<file path="src/rtl/vga_mode_pkg.sv">
// ---------------------------------------------------------------------------
// vga_mode_pkg
// Shared types and helpers for the VGA mode sequencer.
//   state_t     : sequencer FSM states
//   mode_width  : width of a mode index for a given mode count
//   mode_step   : wrapped +1 / -1 step of a mode index
// ---------------------------------------------------------------------------
package vga_mode_pkg;

    typedef enum logic [1:0] {
        IDLE,
        WAIT_FRAME,
        SWITCH,
        SETTLE
    } state_t;

    // A single bit is still needed when only two modes exist.
    function automatic int unsigned mode_width(input int unsigned num_modes);
        if (num_modes <= 2) begin
            return 1;
        end
        return int'($clog2(num_modes));
    endfunction

    // dir = 1 steps forward, dir = 0 steps back; both wrap inside 0..num_modes-1
    // so a non-power-of-two mode count never yields an out-of-range index.
    function automatic int unsigned mode_step(input int unsigned index,
                                              input logic        dir,
                                              input int unsigned num_modes);
        if (dir) begin
            if (index >= num_modes - 1) begin
                return 0;
            end
            return index + 1;
        end
        if (index == 0 || index >= num_modes) begin
            return num_modes - 1;
        end
        return index - 1;
    endfunction

endpackage

</file>
<file path="src/rtl/vga_mode_timeout_ctr.sv">
// ---------------------------------------------------------------------------
// vga_mode_timeout_ctr
// Saturating up-counter with synchronous clear and count enable.
//   clk       : system clock
//   n_reset   : asynchronous active-low reset
//   clear     : return count to zero (wins over enable)
//   enable    : advance by one while below MAX_COUNT
//   terminal  : count has reached MAX_COUNT
// ---------------------------------------------------------------------------
module vga_mode_timeout_ctr #(
    parameter int unsigned MAX_COUNT = 1023
) (
    input  logic clk,
    input  logic n_reset,
    input  logic clear,
    input  logic enable,
    output logic terminal
);

    localparam int unsigned W = (MAX_COUNT < 1) ? 1 : $clog2(MAX_COUNT + 1);

    logic [W-1:0] count;

    // Count holds at MAX_COUNT until cleared.
    always_ff @(posedge clk or negedge n_reset) begin
        if (!n_reset) begin
            count <= '0;
        end else if (clear) begin
            count <= '0;
        end else if (enable && !terminal) begin
            count <= count + W'(1);
        end
    end

    assign terminal = (count == W'(MAX_COUNT));

endmodule

</file>
<file path="src/rtl/vga_mode_sequencer.sv">
// ---------------------------------------------------------------------------
// vga_mode_sequencer
// Tracks a target display mode from button pulses and applies it to the
// pattern generator only at a frame boundary, via a req/ready handshake,
// blanking the output for exactly one frame around the change.
//   clk, n_reset  : clock, asynchronous active-low reset
//   next_pulse    : advance target mode (one-cycle pulse)
//   prev_pulse    : step target mode back (one-cycle pulse)
//   frame_start   : start of vertical blank (one-cycle pulse)
//   gen_ready     : generator has loaded mode_sel
//   mode_sel      : applied mode
//   mode_pending  : target differs from applied mode, or switch in flight
//   switch_req    : load request to the generator
//   blank_force   : datapath must output black
//   err_timeout   : sticky, gen_ready did not arrive in time
// Optional build macro VGA_MODE_AUTOCYCLE_EN: advance the mode automatically
// every HOLD_FRAMES idle frames.
// ---------------------------------------------------------------------------
module vga_mode_sequencer
    import vga_mode_pkg::*;
#(
    parameter  int unsigned NUM_MODES      = 4,
    parameter  int unsigned RESET_MODE     = 0,
    parameter  int unsigned TIMEOUT_CYCLES = 1023,
    parameter  int unsigned HOLD_FRAMES    = 60,
    localparam int unsigned MODE_W         = mode_width(NUM_MODES)
) (
    input  logic              clk,
    input  logic              n_reset,
    input  logic              next_pulse,
    input  logic              prev_pulse,
    input  logic              frame_start,
    input  logic              gen_ready,
    output logic [MODE_W-1:0] mode_sel,
    output logic              mode_pending,
    output logic              switch_req,
    output logic              blank_force,
    output logic              err_timeout
);

    if (NUM_MODES < 2 || NUM_MODES > 16 || RESET_MODE >= NUM_MODES ||
        TIMEOUT_CYCLES < 1 || HOLD_FRAMES < 1) begin : g_param_check
        $error("vga_mode_sequencer: illegal parameter set");
    end

    state_t            state, state_next;
    logic [MODE_W-1:0] target, target_next, mode_sel_next;
    logic              switch_req_next, blank_force_next, err_timeout_next;
    logic              pending_next;
    logic              step_up, step_dn;
    logic              auto_pulse;
    logic              timeout_hit;

    // Handshake watchdog: runs only while a switch request is outstanding.
    vga_mode_timeout_ctr #(
        .MAX_COUNT (TIMEOUT_CYCLES)
    ) u_timeout_ctr (
        .clk      (clk),
        .n_reset  (n_reset),
        .clear    (state != SWITCH),
        .enable   (state == SWITCH),
        .terminal (timeout_hit)
    );

`ifdef VGA_MODE_AUTOCYCLE_EN
    logic hold_en, hold_clear, hold_done;

    // Counts quiet idle frames; the frame that finds it at HOLD_FRAMES-1
    // acts as a next press. Any user press restarts the hold period.
    assign hold_en    = frame_start && (state == IDLE) && !mode_pending;
    assign auto_pulse = hold_en && hold_done;
    assign hold_clear = auto_pulse || next_pulse || prev_pulse || (state != IDLE);

    vga_mode_timeout_ctr #(
        .MAX_COUNT (HOLD_FRAMES - 1)
    ) u_hold_ctr (
        .clk      (clk),
        .n_reset  (n_reset),
        .clear    (hold_clear),
        .enable   (hold_en),
        .terminal (hold_done)
    );
`else
    assign auto_pulse = 1'b0;
`endif

    // Next-state logic. The target is edited in every state; the applied
    // mode only moves on the frame_start seen in WAIT_FRAME.
    always_comb begin
        step_up          = next_pulse || auto_pulse;
        step_dn          = prev_pulse;
        target_next      = target;
        state_next       = state;
        mode_sel_next    = mode_sel;
        switch_req_next  = switch_req;
        blank_force_next = blank_force;
        err_timeout_next = err_timeout;

        if (step_up && !step_dn) begin
            target_next = MODE_W'(mode_step(32'(target), 1'b1, NUM_MODES));
        end else if (step_dn && !step_up) begin
            target_next = MODE_W'(mode_step(32'(target), 1'b0, NUM_MODES));
        end

        case (state)
            IDLE: begin
                if (target_next != mode_sel) begin
                    state_next = WAIT_FRAME;
                end
            end
            WAIT_FRAME: begin
                // Backing out to the applied mode cancels without a switch.
                if (target_next == mode_sel) begin
                    state_next = IDLE;
                end else if (frame_start) begin
                    mode_sel_next    = target_next;
                    switch_req_next  = 1'b1;
                    blank_force_next = 1'b1;
                    state_next       = SWITCH;
                end
            end
            SWITCH: begin
                // Ready wins over a coincident timeout.
                if (gen_ready) begin
                    switch_req_next = 1'b0;
                    state_next      = SETTLE;
                end else if (timeout_hit) begin
                    switch_req_next  = 1'b0;
                    err_timeout_next = 1'b1;
                    state_next       = SETTLE;
                end
            end
            SETTLE: begin
                if (frame_start) begin
                    blank_force_next = 1'b0;
                    state_next       = IDLE;
                end
            end
            default: begin
                state_next = IDLE;
            end
        endcase

        pending_next = (target_next != mode_sel_next) || (state_next != IDLE);
    end

    // State and output registers.
    always_ff @(posedge clk or negedge n_reset) begin
        if (!n_reset) begin
            state        <= IDLE;
            target       <= MODE_W'(RESET_MODE);
            mode_sel     <= MODE_W'(RESET_MODE);
            mode_pending <= 1'b0;
            switch_req   <= 1'b0;
            blank_force  <= 1'b0;
            err_timeout  <= 1'b0;
        end else begin
            state        <= state_next;
            target       <= target_next;
            mode_sel     <= mode_sel_next;
            mode_pending <= pending_next;
            switch_req   <= switch_req_next;
            blank_force  <= blank_force_next;
            err_timeout  <= err_timeout_next;
        end
    end

endmodule

</file>
<file path="config.mk">
export PLATFORM = sky130hd
export DESIGN_NAME = vga_mode_sequencer
export DESIGN_NICKNAME = d
export VERILOG_FILES = /design/src/rtl/vga_mode_pkg.sv /design/src/rtl/vga_mode_timeout_ctr.sv /design/src/rtl/vga_mode_sequencer.sv
export SDC_FILE = /design/constraint.sdc
export NUM_CORES = 1
export LEC_CHECK = 0
export ABC_AREA = 1
export BUFFER_PORTS_ARGS = -buffer_cell sky130_fd_sc_hd__buf_2
export CAP_MARGIN = 20
export CORE_MARGIN = 3
export CORE_UTILIZATION = 30
export DETAILED_ROUTE_END_ITERATION = 8
export PLACE_DENSITY_LB_ADDON = 0.12
export REMOVE_ABC_BUFFERS = 1
export SLEW_MARGIN = 20
export SYNTH_ARGS = -nofsm -noshare
export SYNTH_HDL_FRONTEND = slang
export SYNTH_SLANG_ARGS = --single-unit
</file>
<file path="constraint.sdc">
create_clock -name clk -period 1.7 [get_ports clk]
set_clock_uncertainty 0.05 [all_clocks]
set_input_delay 0.085 -clock clk [delete_from_list [all_inputs] [get_ports clk]]
set_output_delay 0.085 -clock clk [all_outputs]
set_load 0.03 [all_outputs]
</file>
# Word level (Yosys, flattened, before mapping)
# Index checks and enable logic that the tools add are counted.
word_totals:
  output_inout_bits: 6
  reg_bits: 20
  inputBits: 6
  elab_cells: 76
classes:
  n_addsub: 3
  eq_ne: 12
  n_mux: 35
  magnitude_cmp: 1
  n_bitwise: 1
  n_reduce_logical: 16
ops:
  columns: ["operator", "count"]
  rows:
  - ["$mux W2", 17]
  - ["$mux W10", 2]
  - ["$mux W1", 13]
  - ["$add A10 B1 Y10 const B", 1]
  - ["$eq A10 B10 Y1 const B", 1]
  - ["$ne A2 B2 Y1 const B", 4]
  - ["$pmux W2 S4", 1]
  - ["$reduce_and A4 Y1", 2]
  - ["$reduce_bool A2 Y1", 4]
  - ["$eq A2 B2 Y1 const B", 2]
  - ["$logic_not A2 Y1", 2]
  - ["$ne A2 B2 Y1", 2]
  - ["$pmux W1 S2", 2]
  - ["$logic_and A1 B1 Y1", 3]
  - ["$logic_not A1 Y1", 3]
  - ["$ne A3 B3 Y1 const B", 1]
  - ["$reduce_and A3 Y1", 1]
  - ["$add A2 B1 Y2 const B", 1]
  - ["$eq A2 B1 Y1 const B", 1]
  - ["$eq A2 B2 Y1", 1]
  - ["$ge A2 B2 Y1 const B", 1]
  - ["$sub A2 B1 Y2 const B", 1]
  - ["$logic_or A1 B1 Y1", 1]
  - ["$not A1 Y1", 1]

# Longest topological paths before layout
logic_depth:
  word_depth: 13
  ltp_mapped: 12
  ltp_nobuf: 12

# Hierarchy
# Synthesis repeated with hierarchy kept, for this count alone.
unflattened:
  cells_unflattened: 168
  area_unflattened_um2: 1211.2
modules_own_cells:
  columns: ["module", "n_inst", "seq_area_each_um2", "cells_each", "area_per_inst_um2"]
  rows:
  - ["vga_mode_timeout_ctr", 1, 250.2, 98, 665.6]
  - ["vga_mode_sequencer", 1, 250.2, 70, 545.5]

# Least setup slack after synthesis
# No wires, ideal clock.
synth_path:
  kind: "register to register"
  from: "register u_timeout_ctr.count[0]"
  to: "register state[0]"
  stages_incl_launch_ff: 9
  t_required_ns: 1.530
  slack_ns: 0.215
  n_path_buf: 0
  arrival_time_ns: 1.315
  synth_period_minus_slack_ns: 1.485
  setup_ns: 0.120
  cell_sequence: "dfrtp_1 > ha_1 > nand2_1 > nor2_2 > nand2_2 > nor2_4 > or2_2 > o21ai_0 > nor2_1"
synth_via:
  elab_chain_len: 4
synth_rtl:
  columns: ["element", "line_no", "rtl"]
  rows:
  - ["start: declaration", "vga_mode_timeout_ctr.sv:22", "logic [W-1:0] count;"]
  - ["start signal: assignment", "vga_mode_timeout_ctr.sv:31", "count <= count + W'(1);"]
  - ["$eq A10 B10 Y1", "vga_mode_timeout_ctr.sv:35", "assign terminal = (count == W'(MAX_COUNT));"]
  - ["$mux W2", "vga_mode_sequencer.sv:127", "end else if (timeout_hit) begin"]
  - ["$mux W2", "vga_mode_sequencer.sv:124", "if (gen_ready) begin"]
  - ["$pmux W2 S4", "vga_mode_sequencer.sv:105", "case (state)"]
  - ["net state_next[0]", "vga_mode_sequencer.sv:46", "state_t state, state_next;"]
  - ["end signal: assignment", "vga_mode_sequencer.sv:158", "state <= state_next;"]
  - ["end: declaration", "vga_mode_sequencer.sv:46", null]
# The timed path passes the listed nets, and every way through them passes these cells.
# A chain may end at the register's enable or synchronous reset.

# Worst setup path in the final report
layout_path:
  from: "register target[1]"
  to: "register blank_force"
layout_via:
  elab_chain_len: 11
  word_cells_on_any_way: 22
  classes_between: "2 x add/sub; 1 x order compare; 2 x eq/ne; 15 x mux; 2 x reduce/logical"
layout_rtl:
  columns: ["element", "line_no", "rtl"]
  rows:
  - ["start: declaration", "vga_mode_sequencer.sv:47", "logic [MODE_W-1:0] target, target_next, mode_sel_next;"]
  - ["start signal: assignment", "vga_mode_sequencer.sv:151", "target <= MODE_W'(RESET_MODE);"]
  - ["start signal: assignment", "vga_mode_sequencer.sv:159", "target <= target_next;"]
  - ["$ge A2 B2 Y1", "vga_mode_pkg.sv:31", "if (index >= num_modes - 1) begin"]
  - ["$mux W1", "vga_mode_pkg.sv:31", null]
  - ["$mux W1", "vga_mode_sequencer.sv:99", "if (step_up && !step_dn) begin"]
  - ["$mux W2", "vga_mode_pkg.sv:34", "return index + 1;"]
  - ["$mux W2", "vga_mode_pkg.sv:36", "if (index == 0 || index >= num_modes) begin"]
  - ["$mux W2", "vga_mode_pkg.sv:39", "return index - 1;"]
  - ["$mux W2", "vga_mode_pkg.sv:36", null]
  - ["$mux W2 (*)", "vga_mode_sequencer.sv:99", null]
  - ["$eq A2 B2 Y1 (*)", "vga_mode_sequencer.sv:113", "if (target_next == mode_sel) begin"]
  - ["$ne A2 B2 Y1 (no source line) (*)", null, null]
  - ["$reduce_and A4 Y1 (no source line) (*)", null, null]
  - ["end signal: assignment", "vga_mode_sequencer.sv:163", "blank_force <= blank_force_next;"]
  - ["end: declaration", "vga_mode_sequencer.sv:37", "output logic blank_force,"]
# Mark *: on every way between the ends. The rest lies on a longest branch, timed or not. The select of a mux whose other input is x is not followed.

==> results by group <==
Critical path
  – Worst path top cell family by delay: simple AND/OR/NAND/NOR gates
  – Worst EP arrival: 1700 ps
  – Crit end category: register
  – CP max-delay cell: dfrtp_1
  – CP max FO: 3
  – CP cell instances: inv_1 -> ha_4 -> inv_1 -> nand3_1 -> nand2_1 -> inv_1 -> nand3_1 -> nand2_2 -> nand3_1 -> nand2_1 -> nand2_1 -> nand2_1
  – CP Launch Type: register
  – Max stage delay on crit path: 410 ps
  – CP Class: register to register
  – Dominant cell type by count on the critical path: nand2_1
  – WP data required: 1850 ps
  – WP buf/inv: 3

Drt
  – Vias per inst: 4.46
  – 1st-iter DRT viols: 36
  – Detailed Route WL: 1.94 mm
  – Drt pass-1 iters: 4
  – Wire length per cell: 10.2 um
  – Detail Route Antenna Nets: 0
  – Vias: 851
  – Drt drc: 0

Placed design
  – Detailed Place HPWL: 1.43 mm
  – IO Port Bufs: 11
  – GP Congestion: 0.719
  – Placed cell count: 182

Power and ir drop
  – Max rail drop VDD: 0.542 mV
  – Pwr dens: 1360 mW/mm2
  – Leakage: 0.601 nW

Clock network
  – CTS buffer count: 3
  – Worst-skew pair later-pin latency: 300 ps
  – Clk sinks: 20
  – Clock Path Buffers: 2
  – CTS tree: yes
  – H-tree depth: 1
  – CTS clk-pin slew, worst paths: 110 ps
  – Clock Tree Root: clkbuf_4

Die
  – Io pins: 12
  – Die Wd: 64.4 um
  – Core Region: 0.00315 mm2
  – Initial Utilization: 32.5%
  – Core Rows: 20
  – Die Ht: 64.4 um
  – Die Area: 0.00415 mm2

Final layout
  – Most frequent cells in the layout: nand2_1, dfrtp_1, inv_1
  – Synth-to-Final Area Change: 21.2%
  – Final net count: 157
  – Finished Layout Cells: 191
  – Layout cell share with drive strength beyond 1: 23.1%
  – Area of the multi-input gates: 478 um2
  – # fillers: 347
  – # diodes: 0
  – Register area: 500 um2
  – Commonest non-fill, non-tap cell in the layout: nand2_1

Synthesis
  – Yosys reg bits: 20
  – Mean Syn Cell Area: 8.13 um2
  – Post-synthesis cell type count: 20
  – Top cell type by total area after synthesis: dfrtp_1
  – Synth top area share: 48.8%
  – Ranking of synthesized cells by area: dfrtp_1, nand2_1, nand3_1
  – Ys Warns: 0
  – Post-Syn Instances: 126
  – Sequential fraction of the synthesis area: 48.8%
  – Synthesized area: 0.00102 mm2

Run
  – Max-Cap Viols: 0

STA
  – Hold_ws: 58.6 ps
  – Rel. slew slack: 69.8%
  – Final Critical Period: 1550 ps
  – Fin. Hold Viols: 0
  – Worst-Margin Slew: 452 ps
  – Slew Limit Fails: 0
  – FMAX: 0.644 GHz
  – Final period util: 91.4%
  – Final setup vio count: 0

Global route
  – Largest net degree at the start of global routing: 21
  – First-pass GRT wire length: 3.28 mm
  – GR Util All Layers: 9.94%
  – GRT Residual Overflow: 0
  – Antenna violations before repair: 0
  – Vias in the first global route: 791

Run status
  – Status: finished, final reports clean

Min path
  – Hold WC Path Type: input pin to register
==> synth_stat cells <==
library cell / n
a21oi_1: 6
a31oi_1: 2
buf_6: 1
dfrtp_1: 20
ha_1: 3
inv_1: 15
inv_2: 1
nand2_1: 30
nand2_2: 4
nand3_1: 15
nand4_1: 1
nor2_1: 9
nor2_2: 2
nor2_4: 1
o211ai_1: 1
o21a_1: 1
o21ai_0: 10
o21bai_1: 1
or2_2: 1
xor2_1: 2
==> cell families (layout without fill, tap and decap cells) <==
family | count (synthesis) | after routing | synth area share [%]
AOI/OAI and AO/OA | 21 | 21 | 11.2
xor gates and xnor gates | 2 | 2 | 1.71
adders and majority gates | 3 | 3 | 3.66
buffers and inverters | 17 | 38 | 6.96
DFF | 20 | 20 | 48.8
and+or+nand+nor | 63 | 63 | 27.6
==> registers in the layout (all words and copies together) (netlist names) <==
register	cells
blank_force	1
err_timeout	1
mode_pending	1
mode_sel	2
state	2
switch_req	1
target	2
u_timeout_ctr.count	10
==> what timing repair did <==
action | 4_1_cts | 5_1_grt
hold endpoints to repair | 21 | 0
gates resized for setup | 0 | 5
hold buffers | 2 | 0
endpoints found under the setup margin | 0 | 4
buffers inserted | 0 | 3
==> final timing paths <==
check / cells past startpoint / to / slack (ps) / startpoint
worst max register to register: 12 / blank_force$_DFFE_PN0P_ / 150 / target[1]$_DFF_PN0_
min in group asynchronous: 2 / mode_sel[0]$_DFF_PN0_ / 200 / n_reset
worst min register to register: 2 / blank_force$_DFFE_PN0P_ / 440 / blank_force$_DFFE_PN0P_
worst min-delay path: 4 / state[0]$_DFF_PN0_ / 60 / frame_start
worst max-delay path: 12 / blank_force$_DFFE_PN0P_ / 150 / target[1]$_DFF_PN0_
max in group asynchronous: 2 / u_timeout_ctr.count[6]$_DFFE_PN0P_ / 1080 / n_reset
==> worst min-delay path: stages <==
cell and delay, ps:
buf_2 70, nand2_1 50, inv_1 110, nor2_1 60
==> per-layer routing <==
metal | vias to the layer above | global-route usage (%) | wire, um
met5 | - | 0 | 0
met4 | 0 | 5.54 | 34
met3 | 4 | 1.04 | 50
met2 | 12 | 15.6 | 859
met1 | 386 | 13.4 | 997
li1 | 449 | - | -
==> area by class of cell <==
class | instances | area share (%)
Sequential cell | 20 | 40.3
Multi-Input combinational cell | 89 | 38.5
Timing Repair Buffer | 18 | 9.06
Inverter | 16 | 4.83
Tap cell | 44 | 4.43
Clock buffer | 4 | 2.92
==> metrics by stage <==
| step | TNS, ps | area [um2] | worst slack (ps) | total power, mW | util [%] |
|---|---|---|---|---|---|
| finish | 0 | 1240 | 147 | 1.69 | 39.4 |
| global route | -31.1 | 1240 | -16.9 | 1.86 | 39.4 |
| CTS | 0 | 1190 | 38.9 | 1.62 | 37.9 |
| detailed placement | 0 | 1140 | 62.2 | 1.33 | 36.1 |
| global placement | 0 | 1140 | 75.4 | 1.33 | 36.1 |
| floorplan | 0 | 1010 | 215 | 1.15 | - |
==> report_power, final <==
group	internal (mW)	leakage, nW	total [mW]	switching (mW)
sequential	0.591	0.255	0.658	0.0671
clock	0.131	0.0210	0.271	0.140
combinational	0.284	0.324	0.765	0.481
total	1.00	0.601	1.69	0.689
Note: power is estimated with default switching activity, not from simulation.
